File: config.mk
export PLATFORM = sky130hd
export DESIGN_NAME = cpu_sequencer_flat
export DESIGN_NICKNAME = d
export VERILOG_FILES = /design/src/rtl/cpu_sequencer_if.sv /design/src/rtl/cpu_sequencer.sv /design/src/flat_wrapper.sv
export SDC_FILE = /design/constraint.sdc
export NUM_CORES = 1
export LEC_CHECK = 0
export ABC_AREA = 1
export CAP_MARGIN = 30
export CELL_PAD_IN_SITES_DETAIL_PLACEMENT = 1
export CELL_PAD_IN_SITES_GLOBAL_PLACEMENT = 2
export CORE_MARGIN = 2
export CORE_UTILIZATION = 27
export CTS_CLUSTER_SIZE = 25
export DETAILED_ROUTE_END_ITERATION = 10
export GPL_TIMING_DRIVEN = 0
export PLACE_DENSITY_LB_ADDON = 0.1
export SLEW_MARGIN = 10
export SYNTH_ARGS = -nofsm -noshare
export SYNTH_HDL_FRONTEND = slang
export SYNTH_SLANG_ARGS = --single-unit
File: constraint.sdc
create_clock -name clk -period 1.9 [get_ports clk]
set_input_delay 0.19 -clock clk [delete_from_list [all_inputs] [get_ports clk]]
set_output_delay 0.19 -clock clk [all_outputs]
set_load 0.02 [all_outputs]
File: src/rtl/cpu_sequencer_if.sv
// Sequencer-side bus: control inputs from the debug/decoder logic, sequencing status outputs.
interface cpu_sequencer_if #(
  parameter int unsigned STACK_DEPTH = 4,
  parameter int unsigned WAIT_W      = 2,
  parameter int unsigned CNT_W       = 16
);
  localparam int unsigned DEPTH_W = $clog2(STACK_DEPTH + 1);

  logic               run;
  logic               step_mode;
  logic               step;
  logic [WAIT_W-1:0]  mem_wait;
  logic [4:0]         inst;
  logic               push;
  logic               pop;
  logic [2:0]         state;
  logic               busy;
  logic               halted;
  logic               paused;
  logic               fault;
  logic               fault_ovf;
  logic [DEPTH_W-1:0] stack_depth;
  logic [CNT_W-1:0]   retired;

  modport master (
    output run, step_mode, step, mem_wait, inst, push, pop,
    input  state, busy, halted, paused, fault, fault_ovf, stack_depth, retired
  );

  modport slave (
    input  run, step_mode, step, mem_wait, inst, push, pop,
    output state, busy, halted, paused, fault, fault_ovf, stack_depth, retired
  );
endinterface

File: src/rtl/cpu_sequencer.sv
// Fetch/exec1/exec2 sequencer with memory wait states, STP halt, debug single-step,
// return-stack depth tracking with overflow/underflow trap, and a retired-instruction counter.
module cpu_sequencer #(
  parameter int unsigned STACK_DEPTH = 4,
  parameter int unsigned WAIT_W      = 2,
  parameter int unsigned CNT_W       = 16
) (
  input logic            clk,
  input logic            rst_n,
  cpu_sequencer_if.slave bus
);
  localparam int unsigned DEPTH_W = $clog2(STACK_DEPTH + 1);
  localparam logic [DEPTH_W-1:0] DEPTH_MAX = DEPTH_W'(STACK_DEPTH);

  typedef enum logic [2:0] {
    S_IDLE, S_WAIT, S_FETCH, S_EXEC1, S_EXEC2, S_PAUSE, S_HALT, S_FAULT
  } st_t;

  st_t                st_q, st_d;
  logic [WAIT_W-1:0]  wcnt_q, wcnt_d;
  logic               halt_q, halt_d;
  logic [DEPTH_W-1:0] depth_d;
  logic               ovf_d;
  logic [CNT_W-1:0]   ret_d;
  logic               launch;
  logic               ovf_hit, udf_hit, is_stp;
  logic               unused_inst_lsb;

  assign unused_inst_lsb = bus.inst[0];
  assign is_stp  = (bus.inst[4:1] == 4'b0100);
  assign ovf_hit = bus.push & ~bus.pop & (bus.stack_depth == DEPTH_MAX);
  assign udf_hit = bus.pop & ~bus.push & (bus.stack_depth == '0);

  // Next-state, stack depth, halt flag and counter updates
  always_comb begin
    st_d    = st_q;
    wcnt_d  = wcnt_q;
    halt_d  = halt_q;
    depth_d = bus.stack_depth;
    ovf_d   = bus.fault_ovf;
    ret_d   = bus.retired;
    launch  = 1'b0;
    case (st_q)
      S_IDLE:  launch = bus.run;
      S_WAIT: begin
        if (wcnt_q == WAIT_W'(1)) st_d = S_FETCH;
        wcnt_d = wcnt_q - WAIT_W'(1);
      end
      S_FETCH: st_d = S_EXEC1;
      S_EXEC1: begin
        if (is_stp) halt_d = 1'b1;
        if (ovf_hit || udf_hit) begin
          st_d  = S_FAULT;
          ovf_d = ovf_hit;
        end else begin
          st_d = S_EXEC2;
          if (bus.push && !bus.pop)      depth_d = bus.stack_depth + DEPTH_W'(1);
          else if (bus.pop && !bus.push) depth_d = bus.stack_depth - DEPTH_W'(1);
        end
      end
      S_EXEC2: begin
        ret_d = bus.retired + CNT_W'(1);
        if (halt_q) begin
          st_d   = S_HALT;
          halt_d = 1'b0;
        end else if (bus.step_mode) begin
          st_d = S_PAUSE;
        end else begin
          launch = 1'b1;
        end
      end
      S_PAUSE: launch = bus.step | bus.run;
      S_HALT:  launch = bus.run;
      S_FAULT: st_d = S_FAULT;
      default: st_d = S_IDLE;
    endcase
    // mem_wait is captured only here; later changes affect the next instruction
    if (launch) begin
      if (bus.mem_wait != '0) begin
        st_d   = S_WAIT;
        wcnt_d = bus.mem_wait;
      end else begin
        st_d = S_FETCH;
      end
    end
  end

  // State register with outputs registered from the next state
  always_ff @(posedge clk) begin
    if (!rst_n) begin
      st_q            <= S_IDLE;
      wcnt_q          <= '0;
      halt_q          <= 1'b0;
      bus.state       <= 3'b000;
      bus.busy        <= 1'b0;
      bus.halted      <= 1'b0;
      bus.paused      <= 1'b0;
      bus.fault       <= 1'b0;
      bus.fault_ovf   <= 1'b0;
      bus.stack_depth <= '0;
      bus.retired     <= '0;
    end else begin
      st_q            <= st_d;
      wcnt_q          <= wcnt_d;
      halt_q          <= halt_d;
      bus.state       <= {st_d == S_EXEC2, st_d == S_EXEC1, st_d == S_FETCH};
      bus.busy        <= (st_d == S_WAIT) || (st_d == S_FETCH) ||
                         (st_d == S_EXEC1) || (st_d == S_EXEC2);
      bus.halted      <= (st_d == S_HALT);
      bus.paused      <= (st_d == S_PAUSE);
      bus.fault       <= (st_d == S_FAULT);
      bus.fault_ovf   <= ovf_d;
      bus.stack_depth <= depth_d;
      bus.retired     <= ret_d;
    end
  end
endmodule

File: src/flat_wrapper.sv
// flat-port wrapper written by rule: the top's interface ports become plain ports
module cpu_sequencer_flat 
#(
  parameter int unsigned STACK_DEPTH = 4,
  parameter int unsigned WAIT_W      = 2,
  parameter int unsigned CNT_W       = 16
)
  (clk, rst_n, bus_run, bus_step_mode, bus_step, bus_mem_wait, bus_inst, bus_push, bus_pop, bus_state, bus_busy, bus_halted, bus_paused, bus_fault, bus_fault_ovf, bus_stack_depth, bus_retired);
  cpu_sequencer_if #(.STACK_DEPTH(STACK_DEPTH), .WAIT_W(WAIT_W), .CNT_W(CNT_W)) bus_i ();
  input logic clk;
  input logic rst_n;
  input wire logic [$bits(bus_i.run)-1:0] bus_run;
  input wire logic [$bits(bus_i.step_mode)-1:0] bus_step_mode;
  input wire logic [$bits(bus_i.step)-1:0] bus_step;
  input wire logic [$bits(bus_i.mem_wait)-1:0] bus_mem_wait;
  input wire logic [$bits(bus_i.inst)-1:0] bus_inst;
  input wire logic [$bits(bus_i.push)-1:0] bus_push;
  input wire logic [$bits(bus_i.pop)-1:0] bus_pop;
  output wire logic [$bits(bus_i.state)-1:0] bus_state;
  output wire logic [$bits(bus_i.busy)-1:0] bus_busy;
  output wire logic [$bits(bus_i.halted)-1:0] bus_halted;
  output wire logic [$bits(bus_i.paused)-1:0] bus_paused;
  output wire logic [$bits(bus_i.fault)-1:0] bus_fault;
  output wire logic [$bits(bus_i.fault_ovf)-1:0] bus_fault_ovf;
  output wire logic [$bits(bus_i.stack_depth)-1:0] bus_stack_depth;
  output wire logic [$bits(bus_i.retired)-1:0] bus_retired;
  assign bus_i.run = bus_run;
  assign bus_i.step_mode = bus_step_mode;
  assign bus_i.step = bus_step;
  assign bus_i.mem_wait = bus_mem_wait;
  assign bus_i.inst = bus_inst;
  assign bus_i.push = bus_push;
  assign bus_i.pop = bus_pop;
  assign bus_state = bus_i.state;
  assign bus_busy = bus_i.busy;
  assign bus_halted = bus_i.halted;
  assign bus_paused = bus_i.paused;
  assign bus_fault = bus_i.fault;
  assign bus_fault_ovf = bus_i.fault_ovf;
  assign bus_stack_depth = bus_i.stack_depth;
  assign bus_retired = bus_i.retired;
  cpu_sequencer #(.STACK_DEPTH(STACK_DEPTH), .WAIT_W(WAIT_W), .CNT_W(CNT_W)) u_core (.clk(clk), .rst_n(rst_n), .bus(bus_i));
endmodule
==> flow_summary.ini, run 1 <==
[pwr]
p_sw_mw = 0.5719
sequentialPowerShare = 0.380
share_comb_of_total_power = 0.220
powerDensity_nw_per_um2 = 858.0
clkPwrFrac = 0.400
intPower_mw = 1.436
ir_drop_uv = 343.2
p_sw_frac = 0.2848
power_mw = 2.008
total_leakage_power_nw = 0.9321

[yosys]
synthTopCellsByArea = dfxtp_1, nand2_1, inv_1
synth_async_sr_flop_share = 0
post_synth.cell_area_avg_um2 = 7.285
yosys.cell_count.top_type = nand2_1
synth_edf_count = 0
synth_top_cell_area_share = 0.3843
synth_ff_type = dfxtp_1
syn_area_um2 = 1719
synth_top_area_cell = dfxtp_1
synth_nets = 255
yosys_warnings = 0
synth_cells = 236
ys_seq_area_frac = 0.3843
synth_seq_cells = 33
synthTopCellsByCount = nand2_1, dfxtp_1, inv_1
yosysUniqueCellTypes = 32

[global_routing]
overflow = 0
grt_pass1_wl_um = 8038
grt_pass1_vias = 1671
globalRouteTotalUtil = 0.1422
grt_max_degree = 12
grt_antenna_before_repair = 0

[clocking]
cts.sinks = 33
cts_resized = 0
cts_hold_buf = 0
post_cts_buffers = 0
cts_tree = built
worst_skew_pair.late_latency_ns = 0.29
cts-root-buf = clkbuf_8
cts_buffer_depth = 2
cts_made_buffers = 5
htreeDepth = 2
clk_pin_slew_ns = 0.07

[die]
start_util = 0.2755
die-height_um = 83.80
ios = 41
fp.coreArea_um2 = 6241
die_w_um = 83.80
die_area_um2 = 7022
num_rows = 29

[sta]
slew_headroom = 0.6181
grt_setup_unrepaired = false
setup_viol = 0
period_share = 0.8654
slew_viol_final = 0
min_period_ns = 1.644
worst_pin_slew_ns = 0.5728
hold_viol = 0
whs_ns = 0.4784
fmaxAchievable_ghz = 0.6082
skew_ns = 0.01211

[placement]
post-dp-hpwl_um = 3427
portBuffers = 39
gp_congestion = 0.8255
postPlaceCellArea_um2 = 2206
place_inst = 352

[routing]
drtIter0Drc = 45
post_drt_wl_per_cell_um = 12.49
viasPerCell = 4.542
first_pass_iters = 4
drt_wl_total_um = 4497
drtAntennaViolNets = 0
vias = 1635
drc = 0

[job]
maxCapViolations = 0

[final_layout]
synthToLayoutAreaGrowth_pct = 36.10
layout-drive-gt1-share = 0.1413
fin_nets = 301
antenna_cells = 0
stdcell_count = 360
fin_util = 0.3749
stdcell_area_um2 = 2340

[min_path]
hp-class = reg -> reg

[status]
status = finished clean

[critical_path]
worstSetupEndpointType = flip-flop
worstPathRequired_ns = 2.08
arrival_ns = 1.82
critPathKind = in -> reg
start_kind = input pin
path_max_fanout = 4
r2r_slack_ns = 0.35
sequential cells by signal (all words and copies together), names as in the netlist:
name / count
u_core.bus.paused: 1
u_core.halt_q: 1
u_core.bus.stack_depth: 3
u_core.bus.busy: 1
u_core.bus.state: 3
u_core.bus.fault_ovf: 1
u_core.st_q: 3
u_core.wcnt_q: 2
u_core.bus.retired: 16
u_core.bus.halted: 1
u_core.bus.fault: 1
cells in the final DEF, fill, tap and decap left out, types with 5 or more instances in the layout:
master / synthesis / layout
a21oi_1: 17 / 17
inv_2: 5 / 5
nand2_1: 46 / 46
clkdlybuf4s50_1: 0 / 39
xor2_1: 5 / 5
o21ai_0: 11 / 11
inv_1: 30 / 30
nand3_1: 13 / 13
nor2_1: 26 / 26
nand4_1: 8 / 8
nor2_2: 6 / 6
nor3_1: 5 / 5
nand2_2: 5 / 5
dfxtp_1: 33 / 33
clkbuf_8: 0 / 5
cell type report:
cell class | instances | area (um^2)
fill | 788 | 3901
buffer | 4 | 23.77
clock inverter | 3 | 65.06
clock buffer | 5 | 68.82
sequential | 33 | 660.6
multi-input combinational | 163 | 897.1
inverter | 36 | 137.6
tap | 77 | 96.34
timing repair buffer | 39 | 390.4
worst paths after layout:
kind,to,cells past startpoint,startpoint
worst max-delay path,u_core.bus.busy,13,bus_pop
worst min-delay path,u_core.bus.fault_ovf,2,u_core.bus.fault_ovf
worst max register to register,u_core.bus.retired[12],8,u_core.bus.retired[0]
worst min register to register,u_core.bus.fault_ovf,2,u_core.bus.fault_ovf
layer usage:
metal  vias to the layer above  track usage  share of wire
met2                        33       0.2364           0.48
met3                         8      0.03759          0.039
met5                         -            0              0
met4                         0      0.04839          0.016
li1                        842            -              -
met1                       752       0.1784           0.46
cells by family after synthesis:
| kind of cell | after synthesis | synth area share |
|---|---|---|
| AOI/OAI and AO/OA | 31 | 0.09388 |
| muxes | 1 | 0.006550 |
| DFF | 33 | 0.3843 |
| xor gates and xnor gates | 6 | 0.03057 |
| adders and majority gates | 5 | 0.04076 |
| buffers and inverters | 40 | 0.09389 |
| and+or+nand+nor | 120 | 0.3501 |
per-stage QoR:
step                setup slack, ns  setup TNS [ns]
floorplan                    0.4430               0
global placement           -0.06476         -0.1020
detailed placement         -0.07956         -0.2070
CTS                          0.2284               0
global route                0.08840               0
finish                       0.2558               0
power groups by stage:
stage	logic (mW)	registers, mW	clock network (mW)
final	0.441	0.764	0.802
after global routing	0.503	0.772	0.859
after CTS	0.452	0.765	0.832
after detailed placement	0.449	0.781	0
after global placement	0.446	0.780	0
after floorplan	0.288	0.802	0
critical path: stages:
cell and delay (ns):
clkdlybuf4s50_1 0.48, inv_1 0.05, ha_1 0.24, nand2_1 0.08, nand2_1 0.07, nand3_1 0.10
nand2_1 0.06, inv_1 0.08, nand2_1 0.06, nor2_2 0.20, nand3_1 0.10, nand2_1 0.06
nand2_1 0.04
(Power assumes the default switching activity.)
==> inputs of run 2 (changes only) <==
==> constraint.sdc (replaced) <==
create_clock -name clk -period 1.8 [get_ports clk]
set_input_delay 0.18 -clock clk [delete_from_list [all_inputs] [get_ports clk]]
set_output_delay 0.18 -clock clk [all_outputs]
set_load 0.02 [all_outputs]
==> flow_summary.ini, run 2 (synthesis results as in run 1) <==
[status]
status = finished clean

[clocking]
cts.sinks = 33
cts_made_buffers = 5
worst_skew_pair.late_latency_ns = 0.29
clk_pin_slew_ns = 0.07
htreeDepth = 2
cts_hold_buf = 0
post_cts_buffers = 0
cts-root-buf = clkbuf_8
cts_tree = built
cts_buffer_depth = 2
cts_resized = 0

[routing]
first_pass_iters = 4
post_drt_wl_per_cell_um = 12.52
drtAntennaViolNets = 0
drt_wl_total_um = 4506
viasPerCell = 4.544
drtIter0Drc = 47
vias = 1636
drc = 0

[sta]
setup_viol = 0
whs_ns = 0.4784
fin_setup_tns_ns = 0
slew_headroom = 0.6181
min_period_ns = 1.603
worst_pin_slew_ns = 0.5728
grt_setup_unrepaired = false
period_share = 0.8904
hold_viol = 0
slew_viol_final = 0
skew_ns = 0.01211
fmaxAchievable_ghz = 0.6239

[die]
ios = 41
die-height_um = 83.80
fp.coreArea_um2 = 6241
start_util = 0.2755
num_rows = 29
die_w_um = 83.80
die_area_um2 = 7022

[pwr]
ir_drop_uv = 362.7
total_leakage_power_nw = 0.9335
powerDensity_nw_per_um2 = 907.3
power_mw = 2.127

[min_path]
hp-class = reg -> reg
min-delay-start = u_core.bus.fault_ovf

[placement]
gp_congestion = 0.8255
postPlaceCellArea_um2 = 2206
post-dp-hpwl_um = 3427
portBuffers = 39

[final_layout]
layout-drive-gt1-share = 0.1413
most-common-layout-cells = nand2_1, clkdlybuf4s50_1, dfxtp_1
fin_util = 0.3757
stdcell_area_um2 = 2345
regMostFlops = u_core.bus.retired
synthToLayoutAreaGrowth_pct = 36.39
fin_nets = 301
final_common_cell = nand2_1
largest_reg_flops = 16
antenna_cells = 0

[critical_path]
critPathKind = in -> reg
rr_startpoint = u_core.bus.retired[0]
crit_start = bus_pop
arrival_ns = 1.78
worstPathRequired_ns = 1.98
worstSetupEndpointType = flip-flop
start_kind = input pin
path_max_fanout = 4

[global_routing]
grt_max_degree = 12
grt_pass1_wl_um = 8038
overflow = 0
grt_pass1_vias = 1671
globalRouteTotalUtil = 0.1422
grt_antenna_before_repair = 0

[job]
maxCapViolations = 0
==> run 2: cell types whose count changed in the layout (fill, tap and decap cells not counted) <==
cell,delta
nor2_2,-1
nor2_4,+1
==> run 2: final cells by class <==
cell class,instances,area (um^2)
inverter,36,137.6
timing repair buffer,39,390.4
clock buffer,5,68.82
multi-input combinational,163,902.1
sequential,33,660.6
clock inverter,3,65.06
tap,77,96.34
buffer,4,23.77
fill,788,3896
==> run 2: worst max-delay path: stages <==
cell	delay, ns
clkdlybuf4s50_1	0.48
inv_1	0.05
ha_1	0.24
nand2_1	0.08
nand2_1	0.07
nand3_1	0.10
nand2_1	0.06
inv_1	0.08
nand2_1	0.09
nor2_4	0.16
nand3_1	0.09
nand2_1	0.06
nand2_1	0.04
==> run 2: where the power goes <==
group          internal (mW)  switching (mW)
Clock                  0.551           0.296
Combinational          0.193           0.282
Sequential             0.776          0.0304
Total                   1.52           0.608
==> run 2: path summary, 6_finish.rpt <==
kind / to / slack [ns] / cells past startpoint
worst max-delay path: u_core.bus.busy / 0.20 / 13
worst max register to register: u_core.bus.retired[12] / 0.25 / 8
worst min register to register: u_core.bus.fault_ovf / 0.48 / 2
worst min-delay path: u_core.bus.fault_ovf / 0.48 / 2
==> run 2: stage by stage <==
step	instances	setup WS [ns]
after floorplan	236	0.3430
after global placement	352	-0.1548
after detailed placement	352	-0.1696
after CTS	360	0.1384
after global routing	360	0.009909
final	360	0.1973
==> run 2: per-layer routing <==
layer	global-route usage	up-vias	share of wire
met5	0	-	0
met4	0.04839	0	0.016
met3	0.03759	8	0.039
met2	0.2364	33	0.48
met1	0.1784	753	0.46
li1	-	842	-
